`src/rtl/iob_fifo2axis.sv`:
```
// -----------------------------------------------------------------------------
// iob_fifo2axis
//
// Bridges a synchronous FIFO read port (read data valid one cycle after the
// read strobe) to an AXI-Stream master. Up to two words are held in a small
// ordered skid buffer. Reads are only issued when the words already buffered,
// plus the one in flight, minus the one leaving this cycle, leave room. This
// gives one word per cycle when the sink is always ready, and it never
// overflows under backpressure.
//
// Optional feature (compile-time macro IOB_FIFO2AXIS_TLAST_EN):
//   defined   -> a word counter drives axis_tlast on every len-th word
//                (len = 0 means an unbounded stream with no tlast).
//   undefined -> no counter, axis_tlast tied low, len ignored.
//
// Parameters
//   DATA_W      FIFO read-data / stream data width
//   AXIS_LEN_W  width of len and of the word counter
//
// Ports
//   clk          clock, all state on rising edge
//   rst          synchronous active-high reset
//   en           allows new FIFO reads (buffered words still drain)
//   len          packet length in words, 0 = unbounded
//   fifo_read    FIFO read enable
//   fifo_rdata   FIFO read data, valid the cycle after fifo_read
//   fifo_empty   FIFO empty flag
//   axis_tdata   stream data (buffer head)
//   axis_tvalid  stream valid
//   axis_tready  stream ready
//   axis_tlast   last word of packet
// -----------------------------------------------------------------------------
module iob_fifo2axis #(
   parameter int DATA_W     = 32,
   parameter int AXIS_LEN_W = 16
) (
   input  logic                  clk,
   input  logic                  rst,
   input  logic                  en,
   input  logic [AXIS_LEN_W-1:0] len,
   output logic                  fifo_read,
   input  logic [DATA_W-1:0]     fifo_rdata,
   input  logic                  fifo_empty,
   output logic [DATA_W-1:0]     axis_tdata,
   output logic                  axis_tvalid,
   input  logic                  axis_tready,
   output logic                  axis_tlast
);

   // two-entry ordered buffer; r_head points at the oldest word
   logic [DATA_W-1:0] r_buf [0:1];
   logic              r_head;
   logic [1:0]        r_occ;
   logic              r_pend;

   logic              w_pop;
   logic [2:0]        w_occ_next;
   logic              w_tail;

   assign w_pop = axis_tvalid & axis_tready;

   // A pop always implies occ >= 1, so this sum never goes negative.
   assign w_occ_next = {1'b0, r_occ} + {2'b00, r_pend} - {2'b00, w_pop};

   // Reads are blocked during reset so nothing is fetched into a buffer
   // that is being cleared.
   assign fifo_read = ~rst & en & ~fifo_empty & (w_occ_next < 3'd2);

   assign axis_tvalid = ~rst & (r_occ != 2'd0);
   assign axis_tdata  = r_buf[r_head];

   // Slot for the arriving word. When pend=1, occ is at most 1: the read
   // was only issued if occ + pend - pop stayed below 2. The slot is the one
   // after the head when a word is already buffered. The head pointer only
   // moves at the clock edge, so a same-cycle pop at occ=1 does not disturb
   // this index.
   assign w_tail = r_head ^ r_occ[0];

   always_ff @(posedge clk) begin
      if (rst) begin
         r_buf[0] <= '0;
         r_buf[1] <= '0;
         r_head   <= 1'b0;
         r_occ    <= 2'd0;
         r_pend   <= 1'b0;
      end else begin
         r_pend <= fifo_read;
         r_occ  <= w_occ_next[1:0];
         if (r_pend) begin
            r_buf[w_tail] <= fifo_rdata;
         end
         if (w_pop) begin
            r_head <= ~r_head;
         end
      end
   end

`ifdef IOB_FIFO2AXIS_TLAST_EN
   logic [AXIS_LEN_W-1:0] r_cnt;
   logic [AXIS_LEN_W-1:0] w_len_m1;
   logic                  w_at_last;

   assign w_len_m1  = len - {{(AXIS_LEN_W-1){1'b0}}, 1'b1};
   assign w_at_last = (len != '0) & (r_cnt == w_len_m1);
   assign axis_tlast = axis_tvalid & w_at_last;

   // Counts delivered words. It wraps after the tlast word. With len=0 it
   // just rolls over harmlessly, because tlast is suppressed.
   always_ff @(posedge clk) begin
      if (rst) begin
         r_cnt <= '0;
      end else if (w_pop) begin
         if (axis_tlast) begin
            r_cnt <= '0;
         end else begin
            r_cnt <= r_cnt + {{(AXIS_LEN_W-1){1'b0}}, 1'b1};
         end
      end
   end
`else
   logic w_unused_len;

   assign w_unused_len = ^len;
   assign axis_tlast   = 1'b0;
`endif

endmodule

```
`config.mk`:
```
export PLATFORM = sky130hd
export DESIGN_NAME = iob_fifo2axis
export DESIGN_NICKNAME = d
export VERILOG_FILES = /design/src/rtl/iob_fifo2axis.sv
export SDC_FILE = /design/constraint.sdc
export NUM_CORES = 1
export LEC_CHECK = 0
export CAP_MARGIN = 20
export CORE_AREA = 3 3 83 85
export DETAILED_ROUTE_END_ITERATION = 12
export DIE_AREA = 0 0 86 88
export DONT_BUFFER_PORTS = 1
export PLACE_DENSITY = 0.72
export SLEW_MARGIN = 10
export SYNTH_ARGS = -nofsm -noshare
export SYNTH_HDL_FRONTEND = slang
export SYNTH_SLANG_ARGS = --single-unit
```
`constraint.sdc`:
```
create_clock -name clk -period 3.8 [get_ports clk]
set_input_delay 0.76 -clock clk [delete_from_list [all_inputs] [get_ports clk]]
set_output_delay 0.76 -clock clk [all_outputs]
set_load 0.05 [all_outputs]
```
# [After elaboration in Yosys (flattened, before gate mapping)]
# Memories as Yosys holds them, arrays and structs flattened. A register that Yosys moved wholly into a read port is not among the register bits.
# Index checks and enable logic that the tools add are counted.
[op_classes] n_addsub=2 order_cmp=1 muxes=10 bitwise_logic=9 reduce_logical=2
[ops] operator="2-to-1 mux 32 bit" n=1
[ops] operator="OR reduction 32 bit" n=1
[ops] operator="2-to-1 mux 1 bit" n=9
[ops] operator="AND 1 bit" n=5
[ops] operator="adder 2 x 1 -> 3 bit" n=1
[ops] operator="< comparator 3 x 2 -> 1 bit (second input constant)" n=1
[ops] operator="inverter 1 bit" n=3
[ops] operator="subtractor 3 x 1 -> 3 bit" n=1
[ops] operator="nonzero test 2 bit" n=1
[ops] operator="bitwise XOR 1 bit" n=1
[word_totals] register_bits=4 ramBits=64 in_bits=53 output_inout_bits=35 word_cells=28 memories=1
[mem_list] name="r_buf" depth=2 width=32 read_ports=1 rd_ports_with_merged_regs=1 wr=2 line_no="51" text="logic [DATA_W-1:0] r_buf [0:1];"

# [Depth between registers and ports, before layout]
# Gate-level depths: netlist of the first run.
[depth] word_depth=6 depth_mapped=8 mapped_depth_nobuf=8

# [Least setup slack after synthesis of the first run]
# No wires, ideal clock.
[synth_path] path_type="input to output" from="input rst" to="output fifo_read" arrival_ps=3594 t_required_ps=3040 path_slack_ps=-554 stages=7 n_path_buf=1 cell_sequence="clkbuf_1 nor3b_1 ha_1 inv_1 ha_1 fa_1 nor4_1"
[synth_between] elab_chain_cells=6
[synth_rtl] item="start, declared" line_no="38" text="input logic rst,"
[synth_rtl] item="inverter 1 bit" line_no="69" text="assign axis_tvalid = ~rst & (r_occ != 2'd0);"
[synth_rtl] item="AND 1 bit" line_no="69"
[synth_rtl] item="AND 1 bit" line_no="60" text="assign w_pop = axis_tvalid & axis_tready;"
[synth_rtl] item="via w_pop" line_no="56" text="logic w_pop;"
[synth_rtl] item="subtractor 3 x 1 -> 3 bit" line_no="63" text="assign w_occ_next = {1'b0, r_occ} + {2'b00, r_pend} - {2'b00, w_pop};"
[synth_rtl] item="via w_occ_next[1]" line_no="57" text="logic [2:0] w_occ_next;"
[synth_rtl] item="< comparator 3 x 2 -> 1 bit" line_no="67" text="assign fifo_read = ~rst & en & ~fifo_empty & (w_occ_next < 3'd2);"
[synth_rtl] item="AND 1 bit" line_no="67"
[synth_rtl] item="end, declared" line_no="41" text="output logic fifo_read,"
# The timed path passes the listed nets, and every way through them passes these cells.

# [Final worst setup path of the first run]
[layout_path] from="register r_occ[0]" to="output fifo_read"
[layout_between] elab_chain_cells=6
[layout_rtl] item="start, declared" line_no="53" text="logic [1:0] r_occ;"
[layout_rtl] item="start signal, assigned" line_no="88" text="r_occ <= w_occ_next[1:0];"
[layout_rtl] item="nonzero test 2 bit" line_no="69"
[layout_rtl] item="AND 1 bit" line_no="69"
[layout_rtl] item="AND 1 bit" line_no="60"
[layout_rtl] item="via w_pop" line_no="56"
[layout_rtl] item="subtractor 3 x 1 -> 3 bit" line_no="63"
[layout_rtl] item="via w_occ_next[1]" line_no="57"
[layout_rtl] item="< comparator 3 x 2 -> 1 bit" line_no="67"
[layout_rtl] item="AND 1 bit" line_no="67"
# The timed path passes the listed nets, and every way through them passes these cells.

==> impl_metrics.env, run 1 <==
export IMPL_grt_usage_pct=15.6
export IMPL_setup_violations_final=0
export IMPL_path_class="flop to primary output"
export IMPL_routed_via_density=5.68
export IMPL_grt_pass1_vias=1667
export IMPL_route_detailed_drc=0
export IMPL_grt_pass1_wl_mm=8.75
export IMPL_skew_ps=6.29
export IMPL_hold_class="primary input to flop"
export IMPL_ys_seq_area_share_pct=65.4
export IMPL_cp_top_family="adder cells"
export IMPL_cts_htree_levels=3
export IMPL_die_x_um=86
export IMPL_stdcell_count=291
export IMPL_ctsHoldBuffers=0
export IMPL_antenna_found_initial=0
export IMPL_ios=88
export IMPL_p_leak_nw=1.45
export IMPL_post_cts_resized=0
export IMPL_route_detailed_wl_per_inst_um=19.0
export IMPL_cts_buffer_depth=2
export IMPL_startpoint_type="flop"
export IMPL_critPathCaptureType="primary output"
export IMPL_post_dp_cell_area_um2=3160
export IMPL_power_density_nw_per_um2=584
export IMPL_arrival_ps=2550
export IMPL_crit_cells=8
export IMPL_core_area_um2=6280
export IMPL_die_area_um2=7570
export IMPL_gr_total_overflow=0
export IMPL_required_ps=3040
export IMPL_routabilityCongestion=0.677
export IMPL_port_buffers=0
export IMPL_crit_chain="nor2_1 -> nor3b_1 -> ha_1 -> inv_1 -> ha_1 -> fa_1 -> nor4_4 -> buf_4"
export IMPL_hold_slack_ps=493
export IMPL_hold_depth=1
export IMPL_fin_crit_sh_pct=87.2
export IMPL_totalWireLength_mm=5.54
export IMPL_cpMostUsedCell="ha_1"
export IMPL_hpwlAfterDp_mm=3.39
export IMPL_fillers=541
export IMPL_dp_cells=275
export IMPL_cp_slowest_cell="dfxtp_1"
export IMPL_cp_slowest_stage_delay_ps=490
export IMPL_drtIter0Drc=58
export IMPL_fmax_mhz=302
export IMPL_die_h_um=88
export IMPL_layout_setup_ws_ps=485
export IMPL_post_place_ws_ps=666
export IMPL_worstMarginPinSlew_ps=1030
export IMPL_r2r_start="r_occ[0]$_SDFF_PP0_"
export IMPL_max_slew_margin_rel_pct=31.1
export IMPL_antenna_cells=0
export IMPL_root_buffer="clkbuf_8"
export IMPL_final_hold_viol_count=0
export IMPL_clock_latency_ps=330
export IMPL_setup_tns_ps=0
export IMPL_synthesis_area_um2=3090
export IMPL_syn_to_final_growth_pct=7.97
export IMPL_crit_buf_inv=2
export IMPL_clk_pin_slew_ps=70
export IMPL_r2r_setup_slack_ps=1700
export IMPL_r2r_end="r_pend$_SDFF_PP0_"
export IMPL_start_util_pct=49.3
export IMPL_r2r_cells=7
export IMPL_min_to="r_occ[0]$_SDFF_PP0_"
export IMPL_drive_gt1_share_pct=25.2
export IMPL_syn_inst=211
export IMPL_status="finished clean"
export IMPL_final_antenna_net_count=0
export IMPL_grt_setup_unrepaired="no"
export IMPL_synth_nets=267
export IMPL_cp_max_fo=5
export IMPL_vias=1654
export IMPL_vdd_drop_max_v=0.000300
export IMPL_ys_warn_count=0
export IMPL_timing_max_cap_violations=0
export IMPL_postCtsSetupRepairBufs=0
export IMPL_grt_max_degree=65
export IMPL_synth_seq_cells=69
export IMPL_rows=29
export IMPL_fin_crit_ps=3310
export IMPL_slew_viol_final=0
export IMPL_cts_buffers=9
export IMPL_syn_area_per_cell_um2=14.7
export IMPL_final_area_um2=3340
export IMPL_hp_start="rst"
export IMPL_cts_sinks=69
export IMPL_layout_nets=265
export IMPL_dr_pass1_iters=4
export IMPL_cts_tree="built"
export IMPL_synthDistinctLibCells=23
## layout make-up
type	count	area [um2]	share of cell area (%)
well taps	77	96.3	2.89
multi-input cells	119	978	29.3
repair buffers	6	45.0	1.35
inverters	4	15.0	0.450
clock inverters	6	53.8	1.61
clock buffers	10	128	3.82
flip-flops and latches	69	2020	60.6
## worst max-delay path by stage
stage	startpoint	end	slack, ps
2_1_floorplan	rst	fifo_read	230
3_3_place_gp	rst	fifo_read	660
6_report	r_occ[0]$_SDFF_PP0_	fifo_read	490
4_1_cts	r_occ[0]$_SDFF_PP0_	fifo_read	440
5_1_grt	r_occ[0]$_SDFF_PP0_	fifo_read	350
3_5_place_dp	rst	fifo_read	670
## stage by stage
step           utilization (%)  total power, mW
2_1_floorplan                -             1.36
3_3_place_gp              50.3             1.41
3_5_place_dp              50.3             1.42
4_1_cts                   53.2             1.97
5_1_grt                   53.2             2.03
6_report                  53.2             1.95
## cell usage after synthesis
cell | number | area, um2
buf_6 | 3 | 33.8
a21o_1 | 2 | 15.0
nor2b_1 | 4 | 25.0
mux2_2 | 32 | 360
mux2_1 | 2 | 22.5
nand2b_1 | 1 | 6.26
nor4_1 | 2 | 12.5
clkbuf_2 | 3 | 15.0
ha_1 | 2 | 25.0
buf_4 | 1 | 7.51
and3_1 | 64 | 400
dfxtp_1 | 5 | 100
nor3b_1 | 1 | 7.51
conb_1 | 1 | 3.75
buf_2 | 4 | 20.0
o21ai_0 | 1 | 5.00
fa_1 | 1 | 20.0
nor2_1 | 3 | 11.3
xor2_2 | 1 | 16.3
edfxtp_1 | 64 | 1920
inv_1 | 4 | 15.0
clkbuf_1 | 8 | 30.0
xnor2_1 | 2 | 17.5
## routing by layer
layer | GRT usage (%) | up-vias | wire (um)
met2 | 24.7 | 47 | 2670
li1 | - | 781 | -
met4 | 8.20 | 0 | 114
met5 | 0 | - | 0
met3 | 6.49 | 11 | 485
met1 | 18.3 | 815 | 2270
## kinds of logic (layout without fill, tap and decap cells)
group	Yosys count	after routing	share of synthesized area [%]
and+or+nand+nor	75	75	15.0
adders and majority gates	3	3	1.46
AOI/OAI and AO/OA	3	3	0.647
other	1	1	0.121
buffers and inverters	23	26	3.93
DFF	69	69	65.4
xor gates and xnor gates	3	3	1.09
muxes	34	34	12.4
## cell usage in the layout, fill, tap and decap left out, types with 2 or more instances in the layout
| cell type | netlist | final |
|---|---|---|
| a21o_1 | 2 | 2 |
| and3_1 | 64 | 64 |
| buf_4 | 1 | 6 |
| clkbuf_8 | 0 | 9 |
| clkinv_1 | 0 | 3 |
| dfxtp_1 | 5 | 5 |
| edfxtp_1 | 64 | 64 |
| ha_1 | 2 | 2 |
| inv_1 | 4 | 4 |
| mux2_1 | 2 | 2 |
| mux2_2 | 32 | 32 |
| nor2_1 | 3 | 3 |
| nor2b_1 | 4 | 3 |
## power by group
part           internal, mW  switching, mW  total [mW]
logic                 0.109          0.365       0.474
clock network         0.295          0.259       0.555
registers             0.895         0.0249       0.920
## registers in the layout, summed over array words and instances (netlist names), named ones only
name	cells
r_buf	64
r_head	1
r_pend	1
r_occ	2
Note: power is estimated with default switching activity, not from simulation.
==> run 2, diff against run 1 <==
==> constraint.sdc (replaced) <==
create_clock -name clk -period 3.8 [get_ports clk]
set_input_delay 0.38 -clock clk [delete_from_list [all_inputs] [get_ports clk]]
set_output_delay 0.38 -clock clk [all_outputs]
set_load 0.02 [all_outputs]
==> run 2 against run 1 <==
Global-route usage is 0.14 points lower. Sequential share of layout area grew 0.88 points. Cell area is 1.4% lower. First-iteration DRC count grew 95%. Total power is 11% lower. Clock skew grew 1.6 ps. Worst setup slack better by 430 ps. Critical endpoint unchanged. Largest cell class unchanged.
==> impl_metrics.env, run 2 (synthesized netlist as in run 1, its figures left out) <==
export IMPL_status="finished clean"
export IMPL_die_x_um=86
export IMPL_worstMarginPinSlew_ps=1040
export IMPL_syn_to_final_growth_pct=6.43
export IMPL_arrival_ps=2510
export IMPL_hold_class="primary input to flop"
export IMPL_final_hold_viol_count=0
export IMPL_fmax_mhz=346
export IMPL_start_util_pct=49.3
export IMPL_cts_buffers=9
export IMPL_grt_setup_unrepaired="no"
export IMPL_root_buffer="clkbuf_8"
export IMPL_vias=1628
export IMPL_critPathCaptureType="primary output"
export IMPL_utilization_pct=52.4
export IMPL_route_detailed_wl_per_inst_um=19.5
export IMPL_multi_input_area_um2=963
export IMPL_grt_max_degree=65
export IMPL_final_cell_mix="and3_1, edfxtp_1, mux2_2"
export IMPL_route_detailed_drc=0
export IMPL_setup_violations_final=0
export IMPL_p_leak_nw=1.43
export IMPL_routabilityCongestion=0.665
export IMPL_switching_share_pct=29.0
export IMPL_top_regs="r_buf: 64 flops, r_occ: 2 flops"
export IMPL_startpoint_type="flop"
export IMPL_cts_sinks=69
export IMPL_cts_htree_levels=3
export IMPL_antenna_found_initial=0
export IMPL_seqCellArea_um2=2020
export IMPL_drive_gt1_share_pct=24.4
export IMPL_clock_latency_ps=330
export IMPL_setup_tns_ps=0
export IMPL_die_h_um=88
export IMPL_switching_power_uw=503
export IMPL_clkPwrFrac_pct=27.5
export IMPL_hpwlAfterDp_mm=3.48
export IMPL_grt_pass1_vias=1681
export IMPL_hold_depth=1
export IMPL_hold_slack_ps=117
export IMPL_fin_crit_ps=2890
export IMPL_cp_max_fo=5
export IMPL_seqPwrFrac_pct=53.4
export IMPL_hp_start="rst"
export IMPL_totalWireLength_mm=5.65
export IMPL_routed_via_density=5.61
export IMPL_r2r_setup_slack_ps=1750
export IMPL_antenna_cells=0
export IMPL_fillers=527
export IMPL_regMostFlops="r_buf"
export IMPL_power_density_nw_per_um2=527
export IMPL_skew_ps=7.91
export IMPL_r2r_cells=7
export IMPL_drtIter0Drc=113
export IMPL_min_to="r_occ[0]$_SDFF_PP0_"
export IMPL_dr_pass1_iters=4
export IMPL_r2r_end="r_pend$_SDFF_PP0_"
export IMPL_grt_usage_pct=15.5
export IMPL_postCtsSetupRepairBufs=0
export IMPL_die_area_um2=7570
export IMPL_layout_nets=265
export IMPL_core_area_um2=6280
export IMPL_required_ps=3420
export IMPL_largest_reg_flops=64
export IMPL_comb_power_share_pct=19.2
export IMPL_cts_buffer_depth=2
export IMPL_grt_pass1_wl_mm=8.66
export IMPL_final_area_um2=3290
export IMPL_path_class="flop to primary output"
export IMPL_internal_power_mw=1.23
export IMPL_ctsHoldBuffers=0
export IMPL_timing_max_cap_violations=0
export IMPL_clk_pin_slew_ps=60
export IMPL_gr_total_overflow=0
export IMPL_vdd_drop_max_v=0.000247
export IMPL_final_antenna_net_count=0
export IMPL_max_slew_margin_rel_pct=30.4
export IMPL_slew_viol_final=0
export IMPL_rows=29
export IMPL_cts_tree="built"
export IMPL_fin_crit_sh_pct=76.0
export IMPL_r2r_start="r_occ[0]$_SDFF_PP0_"
export IMPL_post_dp_cell_area_um2=3140
export IMPL_ios=88
export IMPL_port_buffers=0
export IMPL_post_cts_resized=0
[run 2: changes by cell type in the layout (fill, tap and decap cells not counted)]
| cell | previous run | this run |
|---|---|---|
| clkbuf_1 | 1 | 3 |
| nor4_1 | 1 | 2 |
| bufinv_16 | 1 | 0 |
| clkinv_2 | 1 | 2 |
| clkinv_1 | 3 | 1 |
| nor4_4 | 1 | 0 |
| clkinvlp_4 | 1 | 0 |
[run 2: power groups by stage]
stage,sequential [mW],combinational [mW],clock [mW]
after floorplan,0.927,0.296,0
after global placement,0.938,0.337,0
after detailed placement,0.943,0.339,0
after CTS,0.926,0.340,0.488
after global routing,0.931,0.359,0.529
final,0.925,0.332,0.476
[run 2: cell type report]
class	instances	share of cell area, %
Sequential cell	69	61.4
Multi-Input combinational cell	119	29.3
Clock buffer	12	4.11
Tap cell	77	2.93
Timing Repair Buffer	6	1.37
Inverter	4	0.456
Clock inverter	3	0.418
[run 2: layer usage]
metal,vias to the layer above,wire [um],GRT usage (%)
met3,8,435,6.59
met1,794,2360,18.8
met5,-,0,0
li1,779,-,-
met2,47,2760,24.4
met4,0,94,6.47
[run 2: worst max-delay path by stage]
stage,startpoint,endpoint,slack [ps],cells past startpoint
2_1_floorplan,rst,fifo_read,1030,7
3_3_place_gp,r_occ[0]$_SDFF_PP0_,fifo_read,1340,8
3_5_place_dp,r_occ[0]$_SDFF_PP0_,fifo_read,1280,8
4_1_cts,r_occ[0]$_SDFF_PP0_,fifo_read,890,8
5_1_grt,r_occ[0]$_SDFF_PP0_,fifo_read,640,8
6_report,r_occ[0]$_SDFF_PP0_,fifo_read,910,8
[run 2: per-stage QoR]
step,worst slack [ps],power (mW),cells
final,914,1.73,290
after global routing,641,1.82,290
after CTS,889,1.75,290
after global placement,1340,1.28,275
after floorplan,1030,1.22,211
after detailed placement,1280,1.28,275
[run 2: worst max-delay path, cell delays in order (launching register included)]
cell and delay [ps]:
dfxtp_1 480, nor2_1 110, nor3b_1 210, ha_1 260
inv_1 60, ha_1 150, fa_1 440, nor4_1 280
buf_4 190
==> run 3, diff against run 2 <==
--- a/config.mk
+++ b/config.mk
@@ -10,7 +10,7 @@
 export DETAILED_ROUTE_END_ITERATION = 12
 export DIE_AREA = 0 0 86 88
 export DONT_BUFFER_PORTS = 1
-export PLACE_DENSITY = 0.72
+export PLACE_DENSITY = 0.74
 export SLEW_MARGIN = 10
 export SYNTH_ARGS = -nofsm -noshare
 export SYNTH_HDL_FRONTEND = slang
==> constraint.sdc (replaced) <==
create_clock -name clk -period 2.5 [get_ports clk]
set_input_delay 0.25 -clock clk [delete_from_list [all_inputs] [get_ports clk]]
set_output_delay 0.25 -clock clk [all_outputs]
set_load 0.02 [all_outputs]
==> run 3 against run 2 <==
The flow now finishes with violations (setup timing). Cell count rose by 4.1%. Critical path depth did not move. Worst hold slack got worse by 17 ps. Non-clock buffer count rose by 11. Via count rose by 5.1%. Count of clock-buffer cells in the layout fell by 3. First-iteration DRC count fell by 11%. Clock skew rose by 1.5 ps. Clock power rose by 120%. Critical path type unchanged. Largest power group unchanged.
==> impl_metrics.env, run 3 (synthesized netlist as in run 1, its figures left out) <==
export IMPL_status="finished with violations"
export IMPL_violations="setup timing"
export IMPL_setup_violations_final=1
export IMPL_clk_pin_slew_ps=70
export IMPL_antenna_cells=0
export IMPL_cts_htree_levels=3
export IMPL_p_leak_nw=1.53
export IMPL_die_x_um=86
export IMPL_vdd_drop_max_v=0.000406
export IMPL_max_slew_margin_rel_pct=65.1
export IMPL_dr_pass1_iters=4
export IMPL_worstMarginPinSlew_ps=522
export IMPL_syn_to_final_growth_pct=13.1
export IMPL_fmax_mhz=389
export IMPL_core_area_um2=6280
export IMPL_largest_reg_flops=64
export IMPL_route_detailed_drc=0
export IMPL_hold_slack_ps=100
export IMPL_grt_setup_unrepaired="yes"
export IMPL_routabilityCongestion=0.697
export IMPL_antenna_found_initial=0
export IMPL_grt_pass1_wl_mm=9.03
export IMPL_root_buffer="clkbuf_8"
export IMPL_fin_crit_ps=2570
export IMPL_port_buffers=0
export IMPL_timing_max_cap_violations=0
export IMPL_final_cell_mix="and3_1, edfxtp_1, mux2_2"
export IMPL_regMostFlops="r_buf"
export IMPL_die_area_um2=7570
export IMPL_rows=29
export IMPL_die_h_um=88
export IMPL_top_regs="r_buf: 64 flops, r_occ: 2 flops"
export IMPL_cts_buffer_depth=2
export IMPL_arrival_ps=2320
export IMPL_setup_tns_ps=-71.7
export IMPL_cts_tree="built"
export IMPL_grt_pass1_vias=1755
export IMPL_grt_usage_pct=16.4
export IMPL_hpwlAfterDp_mm=3.68
export IMPL_route_detailed_wl_per_inst_um=19.3
export IMPL_critPathCaptureType="primary output"
export IMPL_slew_viol_final=0
export IMPL_layout_nets=276
export IMPL_drive_gt1_share_pct=30.7
export IMPL_final_antenna_net_count=0
export IMPL_drtIter0Drc=101
export IMPL_cts_buffers=9
export IMPL_skew_ps=9.45
export IMPL_totalWireLength_mm=5.83
export IMPL_layout_setup_ws_ps=-71.7
export IMPL_power_density_nw_per_um2=867
export IMPL_final_hold_viol_count=0
export IMPL_hold_class="primary input to flop"
export IMPL_startpoint_type="flop"
export IMPL_clock_latency_ps=330
export IMPL_vias=1711
export IMPL_cts_sinks=69
export IMPL_start_util_pct=49.3
export IMPL_routed_via_density=5.67
export IMPL_cp_max_fo=2
export IMPL_grt_max_degree=35
export IMPL_fin_crit_sh_pct=103
export IMPL_path_class="flop to primary output"
export IMPL_fillers=507
export IMPL_ios=88
export IMPL_required_ps=2250
export IMPL_gr_total_overflow=0
==> run 3: report_power, final <==
part / total, mW / switching [mW] / leakage (nW) / internal [mW]
clock network: 1.07 / 0.411 / 0.115 / 0.658
logic: 0.569 / 0.371 / 0.711 / 0.198
registers: 1.39 / 0.0314 / 0.707 / 1.36
==> run 3: layout make-up <==
class                           instances  area [um2]  share of cell area (%)
Clock buffer                            9         124                    3.54
Clock inverter                          7         114                    3.26
Inverter                                4        15.0                   0.429
Multi-Input combinational cell        119         985                    28.2
Sequential cell                        69        2030                    58.0
Tap cell                               77        96.3                    2.76
Timing Repair Buffer                   17         135                    3.87
==> run 3: timing repair <==
action	in CTS	in global routing
hold endpoints to repair	3	0
hold buffers	3	0
buffers inserted	1	2
gates resized for setup	6	1
pin swaps	2	5
setup endpoints to repair	1	2
==> run 3: per-stage QoR <==
stage	area (um2)	util (%)	total power, mW	std cells	setup WS, ps
after CTS	3480	55.4	3.05	300	-52.1
final	3500	55.7	3.03	302	-71.7
after global routing	3500	55.7	3.17	302	-199
after floorplan	3100	-	1.86	211	176
after global placement	3190	50.7	1.95	280	296
after detailed placement	3190	50.7	1.97	280	247
==> run 3: final timing paths <==
| kind | cells after the start | slack, ps | end | start |
|---|---|---|---|---|
| worst max-delay path | 8 | -70 | fifo_read | r_occ[1]$_SDFF_PP0_ |
| worst min-delay path | 2 | 100 | r_pend$_SDFF_PP0_ | en |
| worst max register to register | 9 | 80 | r_occ[1]$_SDFF_PP0_ | r_occ[1]$_SDFF_PP0_ |
| worst min register to register | 2 | 700 | flop | r_head$_SDFFE_PP0P_ |
==> run 3: worst max-delay path, cell delays in order (launching register included) <==
cell and delay (ps):
dfxtp_4 360, nor2_4 40, nor3b_2 170, ha_1 250
inv_1 60, ha_2 160, fa_1 450, nor4_2 310
buf_4 190
==> run 3: metal layers <==
metal / track usage, % / vias to the layer above / routed length [um]
met5: 0 / - / 0
met4: 8.63 / 0 / 55
met3: 6.21 / 5 / 455
met2: 28.9 / 50 / 3110
met1: 16.8 / 850 / 2220
li1: - / 806 / -
